===== config.mk =====
export PLATFORM = sky130hd
export DESIGN_NAME = fp_mult_result_buf_flat
export DESIGN_NICKNAME = d
export VERILOG_FILES = /design/src/rtl/fp_mult_pkg.sv /design/src/rtl/fp_mult_result_buf_if.sv /design/src/rtl/fp_sync_fifo.sv /design/src/rtl/fp_mult_result_buf.sv /design/src/flat_wrapper.sv
export SDC_FILE = /design/constraint.sdc
export NUM_CORES = 1
export LEC_CHECK = 0
export CORE_MARGIN = 5
export CORE_UTILIZATION = 41
export CTS_CLUSTER_DIAMETER = 60
export CTS_CLUSTER_SIZE = 24
export DETAILED_ROUTE_END_ITERATION = 8
export GPL_TIMING_DRIVEN = 0
export SLEW_MARGIN = 20
export SYNTH_ARGS = -nofsm -noshare
export SYNTH_HDL_FRONTEND = slang
export SYNTH_SLANG_ARGS = --single-unit

===== constraint.sdc =====
create_clock -name clk -period 3.9 [get_ports clk]
set_clock_uncertainty 0.15 [all_clocks]
set_input_delay 0.975 -clock clk [delete_from_list [all_inputs] [get_ports clk]]
set_output_delay 0.975 -clock clk [all_outputs]
set_load 0.02 [all_outputs]

===== src/rtl/fp_mult_pkg.sv =====
// Shared types and widths for the FP multiplier result path.
// Status bit positions match the multiplier's registered flags.
package fp_mult_pkg;

  localparam int FP_W  = 32;
  localparam int ST_W  = 8;
  localparam int LVL_W = 5;

  typedef enum logic [2:0] {
    RND_NE = 3'd0,
    RND_TZ = 3'd1,
    RND_UP = 3'd2,
    RND_DN = 3'd3,
    RND_MM = 3'd4
  } round_values;

  localparam int ST_ZERO    = 0;
  localparam int ST_INF     = 1;
  localparam int ST_NAN     = 2;
  localparam int ST_TINY    = 3;
  localparam int ST_HUGE    = 4;
  localparam int ST_INEXACT = 5;

endpackage


===== src/rtl/fp_mult_result_buf_if.sv =====
// Producer/consumer handshake bundle around the result buffer.
// master = testbench/neighbour side, slave = buffer side.
interface fp_mult_result_buf_if;
  import fp_mult_pkg::*;

  logic            in_valid;
  logic [FP_W-1:0] in_z;
  logic [ST_W-1:0] in_status;
  logic            in_ready;
  logic            out_valid;
  logic [FP_W-1:0] out_z;
  logic [ST_W-1:0] out_status;
  logic            out_ready;

  modport master (
    output in_valid, in_z, in_status, out_ready,
    input  in_ready, out_valid, out_z, out_status
  );

  modport slave (
    input  in_valid, in_z, in_status, out_ready,
    output in_ready, out_valid, out_z, out_status
  );

endinterface


===== src/rtl/fp_sync_fifo.sv =====
// Single-clock FIFO: storage, wrapping pointers and fill level.
// Caller guarantees no push when full and no pop when empty.
module fp_sync_fifo
  import fp_mult_pkg::*;
#(
  parameter int W     = 40,
  parameter int DEPTH = 4,
  parameter int AW    = $clog2(DEPTH)
) (
  input  logic             clk,
  input  logic             rst_n,
  input  logic             push_i,
  input  logic             pop_i,
  input  logic [W-1:0]     wdata_i,
  output logic [W-1:0]     rdata_o,
  output logic [LVL_W-1:0] level_o
);

  logic [W-1:0]     mem_q [DEPTH];
  logic [AW-1:0]    wr_q, wr_d;
  logic [AW-1:0]    rd_q, rd_d;
  logic [LVL_W-1:0] lvl_q, lvl_d;

  always_comb begin
    wr_d  = wr_q;
    rd_d  = rd_q;
    lvl_d = lvl_q;
    if (push_i) wr_d = wr_q + AW'(1);
    if (pop_i)  rd_d = rd_q + AW'(1);
    unique case ({push_i, pop_i})
      2'b10:   lvl_d = lvl_q + LVL_W'(1);
      2'b01:   lvl_d = lvl_q - LVL_W'(1);
      default: lvl_d = lvl_q;
    endcase
  end

  always_ff @(posedge clk or negedge rst_n) begin
    if (!rst_n) begin
      wr_q  <= '0;
      rd_q  <= '0;
      lvl_q <= '0;
    end else begin
      wr_q  <= wr_d;
      rd_q  <= rd_d;
      lvl_q <= lvl_d;
    end
  end

  // Storage is not reset; level gates its visibility.
  always_ff @(posedge clk) begin
    if (push_i) mem_q[wr_q] <= wdata_i;
  end

  assign rdata_o = mem_q[rd_q];
  assign level_o = lvl_q;

endmodule


===== src/rtl/fp_mult_result_buf.sv =====
// Result buffer behind the FP multiplier with status accumulator.
// Define FP_RESULT_DROP_CNT_EN to build the saturating drop counter.
module fp_mult_result_buf
  import fp_mult_pkg::*;
#(
  parameter int DEPTH = 4
) (
  input  logic                clk,
  input  logic                rst,
  fp_mult_result_buf_if.slave bus,
  input  logic                clr_acc,
  output logic [ST_W-1:0]     acc_status,
  output logic [LVL_W-1:0]    level,
  output logic [7:0]          drop_cnt
);

  localparam int EW = FP_W + ST_W;

  logic          in_ready;
  logic          out_valid;
  logic          push;
  logic          pop;
  logic [EW-1:0] head;
  logic [ST_W-1:0] acc_q, acc_d;

  assign in_ready  = (level < LVL_W'(DEPTH));
  assign out_valid = (level != '0);
  assign push      = bus.in_valid && in_ready;
  assign pop       = out_valid && bus.out_ready;

  fp_sync_fifo #(
    .W     (EW),
    .DEPTH (DEPTH)
  ) u_fifo (
    .clk     (clk),
    .rst_n   (rst),
    .push_i  (push),
    .pop_i   (pop),
    .wdata_i ({bus.in_z, bus.in_status}),
    .rdata_o (head),
    .level_o (level)
  );

  assign bus.in_ready   = in_ready;
  assign bus.out_valid  = out_valid;
  assign bus.out_z      = out_valid ? head[EW-1:ST_W] : '0;
  assign bus.out_status = out_valid ? head[ST_W-1:0] : '0;

  // Clear wins over history, but the same-cycle push still lands.
  always_comb begin
    acc_d = clr_acc ? '0 : acc_q;
    if (push) acc_d = acc_d | bus.in_status;
  end

  always_ff @(posedge clk or negedge rst) begin
    if (!rst) acc_q <= '0;
    else      acc_q <= acc_d;
  end

  assign acc_status = acc_q;

`ifdef FP_RESULT_DROP_CNT_EN
  logic [7:0] drop_q, drop_d;

  always_comb begin
    drop_d = drop_q;
    if (bus.in_valid && !in_ready && drop_q != 8'hFF)
      drop_d = drop_q + 8'd1;
  end

  always_ff @(posedge clk or negedge rst) begin
    if (!rst) drop_q <= '0;
    else      drop_q <= drop_d;
  end

  assign drop_cnt = drop_q;
`else
  assign drop_cnt = 8'h00;
`endif

endmodule


===== src/flat_wrapper.sv =====
// flat-port wrapper written by rule: the top's interface ports become plain ports
module fp_mult_result_buf_flat import fp_mult_pkg::*;
#(
  parameter int DEPTH = 4
)
  (clk, rst, clr_acc, acc_status, level, drop_cnt, bus_in_valid, bus_in_z, bus_in_status, bus_out_ready, bus_in_ready, bus_out_valid, bus_out_z, bus_out_status);
  fp_mult_result_buf_if bus_i ();
  input  logic clk;
  input  logic rst;
  input  logic clr_acc;
  output logic [ST_W-1:0] acc_status;
  output logic [LVL_W-1:0] level;
  output logic [7:0] drop_cnt;
  input wire logic [$bits(bus_i.in_valid)-1:0] bus_in_valid;
  input wire logic [$bits(bus_i.in_z)-1:0] bus_in_z;
  input wire logic [$bits(bus_i.in_status)-1:0] bus_in_status;
  input wire logic [$bits(bus_i.out_ready)-1:0] bus_out_ready;
  output wire logic [$bits(bus_i.in_ready)-1:0] bus_in_ready;
  output wire logic [$bits(bus_i.out_valid)-1:0] bus_out_valid;
  output wire logic [$bits(bus_i.out_z)-1:0] bus_out_z;
  output wire logic [$bits(bus_i.out_status)-1:0] bus_out_status;
  assign bus_i.in_valid = bus_in_valid;
  assign bus_i.in_z = bus_in_z;
  assign bus_i.in_status = bus_in_status;
  assign bus_i.out_ready = bus_out_ready;
  assign bus_in_ready = bus_i.in_ready;
  assign bus_out_valid = bus_i.out_valid;
  assign bus_out_z = bus_i.out_z;
  assign bus_out_status = bus_i.out_status;
  fp_mult_result_buf #(.DEPTH(DEPTH)) u_core (.clk(clk), .rst(rst), .bus(bus_i), .clr_acc(clr_acc), .acc_status(acc_status), .level(level), .drop_cnt(drop_cnt));
endmodule

==> impl_metrics.yaml <==
status:
  status: "finished, final reports clean"
logic_synthesis:
  synth_ff_type: "edfxtp_1"
  ys_warn_count: 0
  synth_area_leaders: "edfxtp_1, mux4_2, dfrtp_1"
  syn-cell-area_mm2: 0.007037
  synth_commonest_cells: "edfxtp_1, and2_1, mux4_2"
  yosysSeqAreaShare_pct: 74.32
  syn_avg_cell_area_um2: 19.55
  async_reset_ff_share_pct: 9.605
  ys_types: 40
  synthCells: 360
  synth-seq-cells: 177
  synth_edf_count: 160
  synth_most_common_cell: "edfxtp_1"
  yosysTopAreaCellShare_pct: 68.28
  yosys.area.top_type: "edfxtp_1"
global_routing:
  antenna_found_initial: 0
  grt-ovfl-total: 0
  track_usage_pct: 13.95
  grt_pass1_wl_um: 20810
  grt_max_degree: 41
  grt_pass1_vias: 3756
die:
  start_util_pct: 41.26
  rows: 48
  boundaryPins: 108
  die_w_um: 141.0
  die_h_um: 141.0
  die_area_mm2: 0.01988
  coreArea_mm2: 0.01706
drt:
  drt_pass1_iterations: 4
  postRouteAntennaNets: 0
  drt-total-wl_um: 13240
  drc: 0
  drt_first_iter_violations: 194
  via_per_inst: 4.860
  via_count: 3509
  avgRoutedWirePerCell_um: 18.33
power_and_ir_drop:
  power_leakage_nw: 2.980
  irDropWorstVdd_v: 0.0004274
  power_density_mw_per_mm2: 707.1
timing:
  max_slew_margin_pct: 41.31
  layout_setup_ws_ns: 0.1538
  finalSetupViolCount: 0
  fmax_mhz: 266.9
  rsz0062_at_grt: "no"
  fin_crit_sh_pct: 96.06
  drv_slew: 0
  hold_viol_final: 0
  worst-slew-pin-transition_ns: 0.8777
  period_needed_ns: 3.746
worst_setup_path:
  r2r_setup_slack_ns: 0.63
  worst_path_largest_cell_delay_ns: 0.55
  rr_startpoint: "u_core.u_fifo.level_o[3]$_DFFE_PN0P_"
  crit_family: "simple AND/OR/NAND/NOR gates"
  r2r_cells: 12
  path_cells: "or3_4, or2_2, buf_2, and2_1, clkdlybuf4s50_1"
  arrival_ns: 2.62
  worstPathMaxFanout: 10
  crit_type: "register to output pin"
  cp_slowest_cell: "clkdlybuf4s50_1"
  cp-start-kind: "register"
  worst-endpoint-required_ns: 2.77
  worst-path-buf-inv: 2
  r2r_end: "u_core.u_fifo.level_o[4]$_DFFE_PN0P_"
  crit_path_end_kind: "output pin"
run:
  drv_cap: 0
final_layout:
  utilization_pct: 52.24
  fin_nets: 535
  num_antenna_cells: 0
  fill_cells: 1405
  syn_to_final_growth_pct: 26.62
  drive_above_1_share_pct: 20.52
  multiInputGateArea_mm2: 0.001662
  seq_area_mm2: 0.005230
clock_network:
  clk_pin_slew_ns: 0.06
  cts_setup_buffers: 0
  clockBufferDepth: 2
  tritoncts: "built"
  cts_hold_buf: 0
  cts_buffers: 17
  cts.htree.levels: 4
  cts.sinks: 177
  clk_latency_ns: 0.42
  root_buffer: "clkbuf_16"
min_path:
  hold_start: "u_core.acc_status[1]$_DFF_PN0_"
  hp-class: "register to register"
  min_to: "u_core.acc_status[1]$_DFF_PN0_"
  holdPathStages: 2
placement:
  place_congestion: 0.7229
  dp_hpwl_um: 7980
  place_ws_ns: -0.008102
  port_buffers: 99
## cell families (layout without fill, tap and decap cells)
kind of cell             Yosys count  after routing  share of synthesized area (%)
flip-flops                       177            177                          74.32
adder cells (fa/ha/maj)            6              6                          1.067
XOR/XNOR                           7              7                         0.8713
AO/OA/AOI/OAI                     21             21                          2.152
multiplexers                      42             42                          13.10
AND/OR/NAND/NOR                   66             66                          5.708
other                              1              8                        0.05329
buffers and inverters             40            170                          2.720
## per-layer routing
layer	share of wire (%)	vias to the layer above	global-route usage (%)
li1	-	1633	-
met1	44	1784	18.04
met2	50	81	22.93
met3	4.4	11	4.037
met4	1.3	0	4.437
met5	0	-	0
## tightest hold or removal path, cell delays in order, from the launching register on
cell and delay (ns):
dfrtp_1 0.38, inv_1 0.05, o21ai_0 0.06
## through the flow
stage                TNS (ns)  area, um^2  power, W  hold WS, ns  std cells
floorplan                   0        7063  0.003847       0.3469        367
global placement       -8.014        8335  0.004806       0.3636        691
detailed placement  -0.008102        8356  0.004830       0.3716        691
CTS                         0        8906  0.006397       0.3852        723
global route                0        8910  0.006627       0.4097        722
finish                      0        8910  0.006300       0.3786        722
## cell type report
type	instances	share of cell area, %
Sequential cell	177	58.70
Multi-Input combinational cell	150	18.65
Timing Repair Buffer	99	11.12
Clock buffer	27	5.421
Tap cell	225	3.160
Buffer	25	1.699
Inverter	14	0.6319
Clock inverter	5	0.6179
## flip-flops by register name (all words and copies together), names as in the netlist
name / cells
u_core.acc_status: 8
u_core.u_fifo.rd_q: 2
u_core.u_fifo.mem_q: 160
u_core.u_fifo.wr_q: 2
u_core.u_fifo.level_o: 5
## power breakdown
part,internal [W],leakage [nW],switching (W)
combinational,0.00124,1.07,0.00116
sequential,0.00225,1.66,0.0000994
clock,0.000912,0.256,0.000635
## placed cells by master, fill, tap and decap left out, types with 8 or more instances in the layout
cell               n
inv_1             11
clkdlybuf4s50_1   99
clkbuf_16         17
and2_1            40
clkbuf_1          11
nand2_1           10
o21ai_0           10
edfxtp_1         160
buf_4             12
dfrtp_1           17
conb_1             8
mux4_2            40
## worst max path at each step
stage	from	cells after the start	endpoint	slack [ns]
finish	u_core.u_fifo.level_o[3]$_DFFE_PN0P_	5	bus_out_status[4]	0.15
global route	u_core.u_fifo.level_o[3]$_DFFE_PN0P_	5	bus_out_z[2]	0.001
CTS	u_core.u_fifo.level_o[3]$_DFFE_PN0P_	5	bus_out_z[2]	0.004
detailed placement	bus_out_ready	11	u_core.u_fifo.level_o[4]$_DFFE_PN0P_	-0.008
global placement	bus_in_valid	2	u_core.u_fifo.mem_q[3][24]$_DFFE_PP_	-0.07
floorplan	u_core.u_fifo.level_o[3]$_DFFE_PN0P_	12	u_core.u_fifo.level_o[4]$_DFFE_PN0P_	0.71
## timing repair
| item | 4_1_cts | 5_1_grt |
|---|---|---|
| pin swaps | 0 | 0 |
| endpoints found under the setup margin | 31 | 35 |
| gates resized for setup | 6 | 10 |
Note: power is estimated with default switching activity, not from simulation.
